**config.mk**
```make
export PLATFORM = sky130hd
export DESIGN_NAME = mem_stage
export DESIGN_NICKNAME = d
export VERILOG_FILES = /design/src/rtl/mem_stage.sv
export SDC_FILE = /design/constraint.sdc
export NUM_CORES = 1
export LEC_CHECK = 0
export CORE_ASPECT_RATIO = 1.25
export CORE_MARGIN = 2
export CORE_UTILIZATION = 42
export CTS_BUF_LIST = sky130_fd_sc_hd__clkbuf_4 sky130_fd_sc_hd__clkbuf_8
export DETAILED_ROUTE_END_ITERATION = 8
export PLACE_DENSITY = 0.82
export SYNTH_ARGS = -nofsm -noshare
export SYNTH_HDL_FRONTEND = slang
export SYNTH_SLANG_ARGS = --single-unit
```
**constraint.sdc**
```tcl
create_clock -name clk -period 5.9 [get_ports clk]
set_input_delay 0.59 -clock clk [delete_from_list [all_inputs] [get_ports clk]]
set_output_delay 0.59 -clock clk [all_outputs]
set_load 0.01 [all_outputs]
```
**src/rtl/mem_stage.sv**
```systemverilog
// Memory stage: drives a request/ack data-memory port and the memory/writeback register.
// Optional misaligned-access detection is enabled by defining MEM_ALIGN_CHECK_EN.
module mem_stage (
    input  logic        clk,
    input  logic        rst,
    input  logic [31:0] alu_result,
    input  logic        alu_zero,
    input  logic [31:0] jump_result,
    input  logic [4:0]  write_reg_addr,
    input  logic        mem_read,
    input  logic        mem_write,
    input  logic        mem_reg,
    input  logic        branch,
    input  logic        reg_write,
    input  logic [31:0] mem_write_data,
    output logic        dmem_req,
    output logic        dmem_we,
    output logic [31:0] dmem_addr,
    output logic [31:0] dmem_wdata,
    input  logic [31:0] dmem_rdata,
    input  logic        dmem_ack,
    output logic        stall,
    output logic        pc_src,
    output logic [31:0] branch_target,
    output logic [31:0] wb_alu_result,
    output logic [31:0] wb_mem_data,
    output logic [4:0]  wb_write_reg_addr,
    output logic        wb_mem_reg,
    output logic        wb_reg_write,
    output logic        misalign_err
);

    typedef enum logic [0:0] {
        IDLE = 1'b0,
        BUSY = 1'b1
    } state_t;

    state_t      state_r;
    logic        mem_op_s;
    logic        misalign_s;
    logic        issue_s;
    logic [31:0] addr_s;
    // Instruction fields captured at issue, retired into the wb register on ack.
    logic [31:0] hold_alu_r;
    logic [4:0]  hold_wra_r;
    logic        hold_mem_reg_r;
    logic        hold_reg_write_r;

    // Decode of the incoming instruction and the combinational stall/branch outputs.
    always_comb begin
        mem_op_s = mem_read | mem_write;
`ifdef MEM_ALIGN_CHECK_EN
        misalign_s = mem_op_s & (alu_result[1:0] != 2'b00);
`else
        misalign_s = 1'b0;
`endif
        addr_s        = {alu_result[31:2], 2'b00};
        issue_s       = mem_op_s & ~misalign_s;
        pc_src        = branch & alu_zero;
        branch_target = jump_result;
        if (state_r == BUSY) begin
            stall = ~dmem_ack;
        end else begin
            stall = issue_s;
        end
    end

    // Access FSM together with the memory port and memory/writeback registers.
    always_ff @(posedge clk or posedge rst) begin
        if (rst) begin
            state_r           <= IDLE;
            dmem_req          <= 1'b0;
            dmem_we           <= 1'b0;
            dmem_addr         <= 32'h0000_0000;
            dmem_wdata        <= 32'h0000_0000;
            hold_alu_r        <= 32'h0000_0000;
            hold_wra_r        <= 5'd0;
            hold_mem_reg_r    <= 1'b0;
            hold_reg_write_r  <= 1'b0;
            wb_alu_result     <= 32'h0000_0000;
            wb_mem_data       <= 32'h0000_0000;
            wb_write_reg_addr <= 5'd0;
            wb_mem_reg        <= 1'b0;
            wb_reg_write      <= 1'b0;
            misalign_err      <= 1'b0;
        end else begin
            misalign_err <= 1'b0;
            case (state_r)
                IDLE: begin
                    if (issue_s) begin
                        state_r          <= BUSY;
                        dmem_req         <= 1'b1;
                        dmem_we          <= mem_write;
                        dmem_addr        <= addr_s;
                        dmem_wdata       <= mem_write_data;
                        hold_alu_r       <= alu_result;
                        hold_wra_r       <= write_reg_addr;
                        hold_mem_reg_r   <= mem_reg;
                        hold_reg_write_r <= reg_write;
                        wb_reg_write     <= 1'b0;
                    end else if (misalign_s) begin
                        misalign_err <= 1'b1;
                        wb_reg_write <= 1'b0;
                    end else begin
                        wb_alu_result     <= alu_result;
                        wb_write_reg_addr <= write_reg_addr;
                        wb_mem_reg        <= mem_reg;
                        wb_reg_write      <= reg_write;
                    end
                end
                BUSY: begin
                    if (dmem_ack) begin
                        state_r           <= IDLE;
                        dmem_req          <= 1'b0;
                        wb_alu_result     <= hold_alu_r;
                        wb_write_reg_addr <= hold_wra_r;
                        wb_mem_reg        <= hold_mem_reg_r;
                        wb_reg_write      <= hold_reg_write_r;
                        // Stores keep the previous load data.
                        if (!dmem_we) begin
                            wb_mem_data <= dmem_rdata;
                        end else begin
                            wb_mem_data <= wb_mem_data;
                        end
                    end else begin
                        wb_reg_write <= 1'b0;
                    end
                end
                default: begin
                    state_r      <= IDLE;
                    dmem_req     <= 1'b0;
                    wb_reg_write <= 1'b0;
                end
            endcase
        end
    end

endmodule

```
# After elaboration in Yosys (flattened, before gate mapping)
# Cells that the tools add are included.
totals:
  ff_bits: 175
  in_bits: 142
  out_inout_bits: 172
  word_cells: 45
classes:
  eq_ne: 3
  muxes: 19
  bitwise: 5
  reduce_logical: 4
op_table:
  columns: ["op", "n"]
  rows:
  - ["32-bit two-way mux", 2]
  - ["32-bit one-hot mux with 2 select lines", 1]
  - ["5-bit two-way mux", 2]
  - ["5-bit one-hot mux with 2 select lines", 1]
  - ["1-bit two-way mux", 9]
  - ["1-bit one-hot mux with 2 select lines", 4]
  - ["2-bit != test (second input constant)", 3]
  - ["2-bit AND reduction", 3]
  - ["1-bit NOT", 3]
  - ["3-bit AND reduction", 1]
  - ["1-bit AND", 1]
  - ["1-bit OR", 1]

# Longest topological paths before layout
logic_depth:
  depth_word: 3
  ltp_mapped: 5
  ltp_nobuf: 2

# Worst setup path before layout
# Ideal clock, no wire load.
synth_timing:
  path_type: "input port to output port"
  startpoint: "in mem_write"
  endpoint: "out stall"
  arrival_ns: 1.341
  t_required_ns: 5.310
  path_slack_ns: 3.969
  cell_stages: 4
  path_buffers: 2
  cell_sequence: "clkbuf_1 > clkbuf_1 > nor3_1 > nor2_1"
synth_via:
  elab_chain_cells: 2
synth_rtl:
  columns: ["item", "line", "source"]
  rows:
  - ["from (decl)", "11", "input logic mem_write,"]
  - ["1-bit OR", "51", "mem_op_s = mem_read | mem_write;"]
  - ["1-bit two-way mux", "61", "if (state_r == BUSY) begin"]
  - ["to (decl)", "22", "output logic stall,"]
# No other way between the ends.

# Worst setup path after layout
layout_timing:
  startpoint: "reg state_r"
  endpoint: "out stall"
layout_via:
  elab_chain_cells: 1
layout_rtl:
  columns: ["item", "line", "source"]
  rows:
  - ["from (decl)", "38", "state_t state_r;"]
  - ["from (signal assigned)", "71", "state_r <= IDLE;"]
  - ["from (signal assigned)", "91", "state_r <= BUSY;"]
  - ["from (signal assigned)", "113", "state_r <= IDLE;"]
  - ["1-bit two-way mux", "61", null]
# No other way between the ends.

==> results.json <==
{
  "status": "finished, final reports clean",
  "cts-resized-gates": 0,
  "synth_seq_cells": 145,
  "first_pass_iters": 4,
  "grt_usage_pct": 20.2,
  "insertion_delay_ps": 440,
  "rsz0062_at_grt": "false",
  "die_x_um": 116,
  "postSynthCellCount": 520,
  "viasPerCell": 5.19,
  "initial_utilization_pct": 42.6,
  "syn-cell-area_um2": 6600,
  "p_leak_nw": 3.73,
  "avgSynthCellArea_um2": 12.7,
  "hold_viol": 0,
  "area_growth_pct": 38.1,
  "core_area_um2": 15500,
  "cp_max_fo": 59,
  "post-route-min-period_ps": 3150,
  "grt_antenna_before_repair": 0,
  "cts_setup_buffers": 0,
  "cts_htree_levels": 4,
  "arrival_ps": 2560,
  "numCtsBuffers": 17,
  "final_cell_mix": "clkdlybuf4s50_1, dfrtp_1, mux2_2",
  "rows": 51,
  "place_hpwl_mm": 11.9,
  "grt_pass1_wl_mm": 25.7,
  "maxCapViolCount": 0,
  "ioPinCount": 314,
  "synth_seq_area_share_pct": 55.0,
  "finalCritPeriodShare_pct": 53.4,
  "crit_required_ps": 5310,
  "startpoint_type": "flop",
  "relSlewSlack_pct": 41.3,
  "tns_ps": 0,
  "path_clk_slew_ps": 80,
  "cts_tree": "done",
  "setup_viol": 0,
  "nNetsFinal": 829,
  "max_freq_mhz": 317,
  "cts-root-buf": "clkbuf_8",
  "cts_sinks": 145,
  "diodes": 0,
  "first_iter_violations": 301,
  "vias": 4733,
  "final_util_pct": 58.8,
  "regToRegSetupSlack_ps": 3010,
  "cts_hold_buf": 0,
  "worst_pin_slew_ps": 878,
  "drtAntennaViolNets": 0,
  "final-max-slew-violation-count": 0,
  "grt_pass1_vias": 4982,
  "yosysWarningCount": 0,
  "grt_max_degree": 94,
  "synth_cell_types": 20,
  "reg_top3": "dmem_wdata x32, wb_alu_result x32, wb_mem_data x32",
  "skew_ps": 8.87,
  "clock_path_buffers": 2,
  "gp_congestion": 0.763,
  "dieHeight_um": 144,
  "layout_commonest_cell": "clkdlybuf4s50_1",
  "die_area_um2": 16700,
  "critical_path_class": "reg -> out",
  "wire_per_inst_um": 18.6,
  "grt_remaining_overflow": 0,
  "ir_worst_vdd_mv": 0.252,
  "drive_gt1_share_pct": 24.4,
  "routed_wl_mm": 16.9,
  "critPathCaptureType": "primary output",
  "drcViolationCount": 0,
  "p_per_area_nw_per_um2": 378,
  "min-delay-path-class": "reg -> reg",
  "portBuffers": 246
}
-- power by group --
part | switching, mW | leakage (nW) | internal (mW)
logic | 0.467 | 1.84 | 0.724
registers | 0.164 | 1.67 | 1.26
clock network | 0.385 | 0.209 | 0.447
-- final cells by class --
| cell class | count | area [um2] |
|---|---|---|
| fillers | 1278 | 6390 |
| clock inverters | 12 | 158 |
| inverters | 40 | 155 |
| repair buffers | 253 | 2500 |
| well taps | 212 | 265 |
| clock buffers | 20 | 269 |
| flip-flops and latches | 145 | 3630 |
| multi-input cells | 230 | 2140 |
-- layer usage --
metal	share of wire (%)	wire, um	global-route usage [%]	vias to the layer above
li1	-	-	-	2117
met1	35	5920	21.2	2359
met2	55	9240	36.0	214
met3	8.2	1390	7.63	43
met4	2.3	385	8.71	0
met5	0	0	0	-
-- cells by family after synthesis --
kind of cell / share of synthesized area [%]
buffers and inverters: 12.9
flip-flops: 55.0
multiplexers: 17.7
AO/OA/AOI/OAI: 10.1
AND/OR/NAND/NOR: 4.21
other: 0.0568
-- synth_stat cells --
| cell | instances | area [um2] |
|---|---|---|
| a21oi_1 | 39 | 195 |
| a221oi_1 | 18 | 158 |
| a221oi_2 | 20 | 300 |
| a22o_1 | 1 | 8.76 |
| and2_1 | 2 | 12.5 |
| buf_1 | 2 | 7.51 |
| buf_2 | 17 | 85.1 |
| buf_4 | 66 | 495 |
| buf_6 | 4 | 45.0 |
| clkbuf_1 | 18 | 67.6 |
| conb_1 | 1 | 3.75 |
| dfrtp_1 | 145 | 3630 |
| inv_1 | 40 | 150 |
| mux2_2 | 104 | 1170 |
| nand3b_1 | 1 | 7.51 |
| nor2_1 | 1 | 3.75 |
| nor3_1 | 1 | 5.00 |
| nor4_1 | 38 | 238 |
| o21bai_1 | 1 | 7.51 |
| or3_4 | 1 | 11.3 |
-- worst max-delay path: stages, from the launching register on --
cell and delay, ps:
dfrtp_2 600, buf_4 580, nor3_1 160, nor2_1 180, clkdlybuf4s50_1 580
-- metrics by stage --
stage	power [mW]	instance area, um2	std cells	setup slack (ps)	hold slack, ps
6_report	3.45	9120	912	2750	507
4_1_cts	3.48	9120	912	2720	511
3_3_place_gp	2.60	8690	880	3030	488
3_5_place_dp	2.64	8690	880	2960	485
5_1_grt	3.62	9120	912	2550	517
2_1_floorplan	2.02	6610	522	1420	467
-- path summary, 6_finish.rpt --
path                                   to  cells after the start           start
max                                 stall                      4         state_r
min                        dmem_wdata[31]                      1  dmem_wdata[31]
max reg2reg                hold_alu_r[24]                      4         state_r
min reg2reg                dmem_wdata[31]                      1  dmem_wdata[31]
max in group asynchronous         state_r                      3             rst
min in group asynchronous  dmem_wdata[19]                      2             rst
Note: power is estimated with default switching activity, not from simulation.
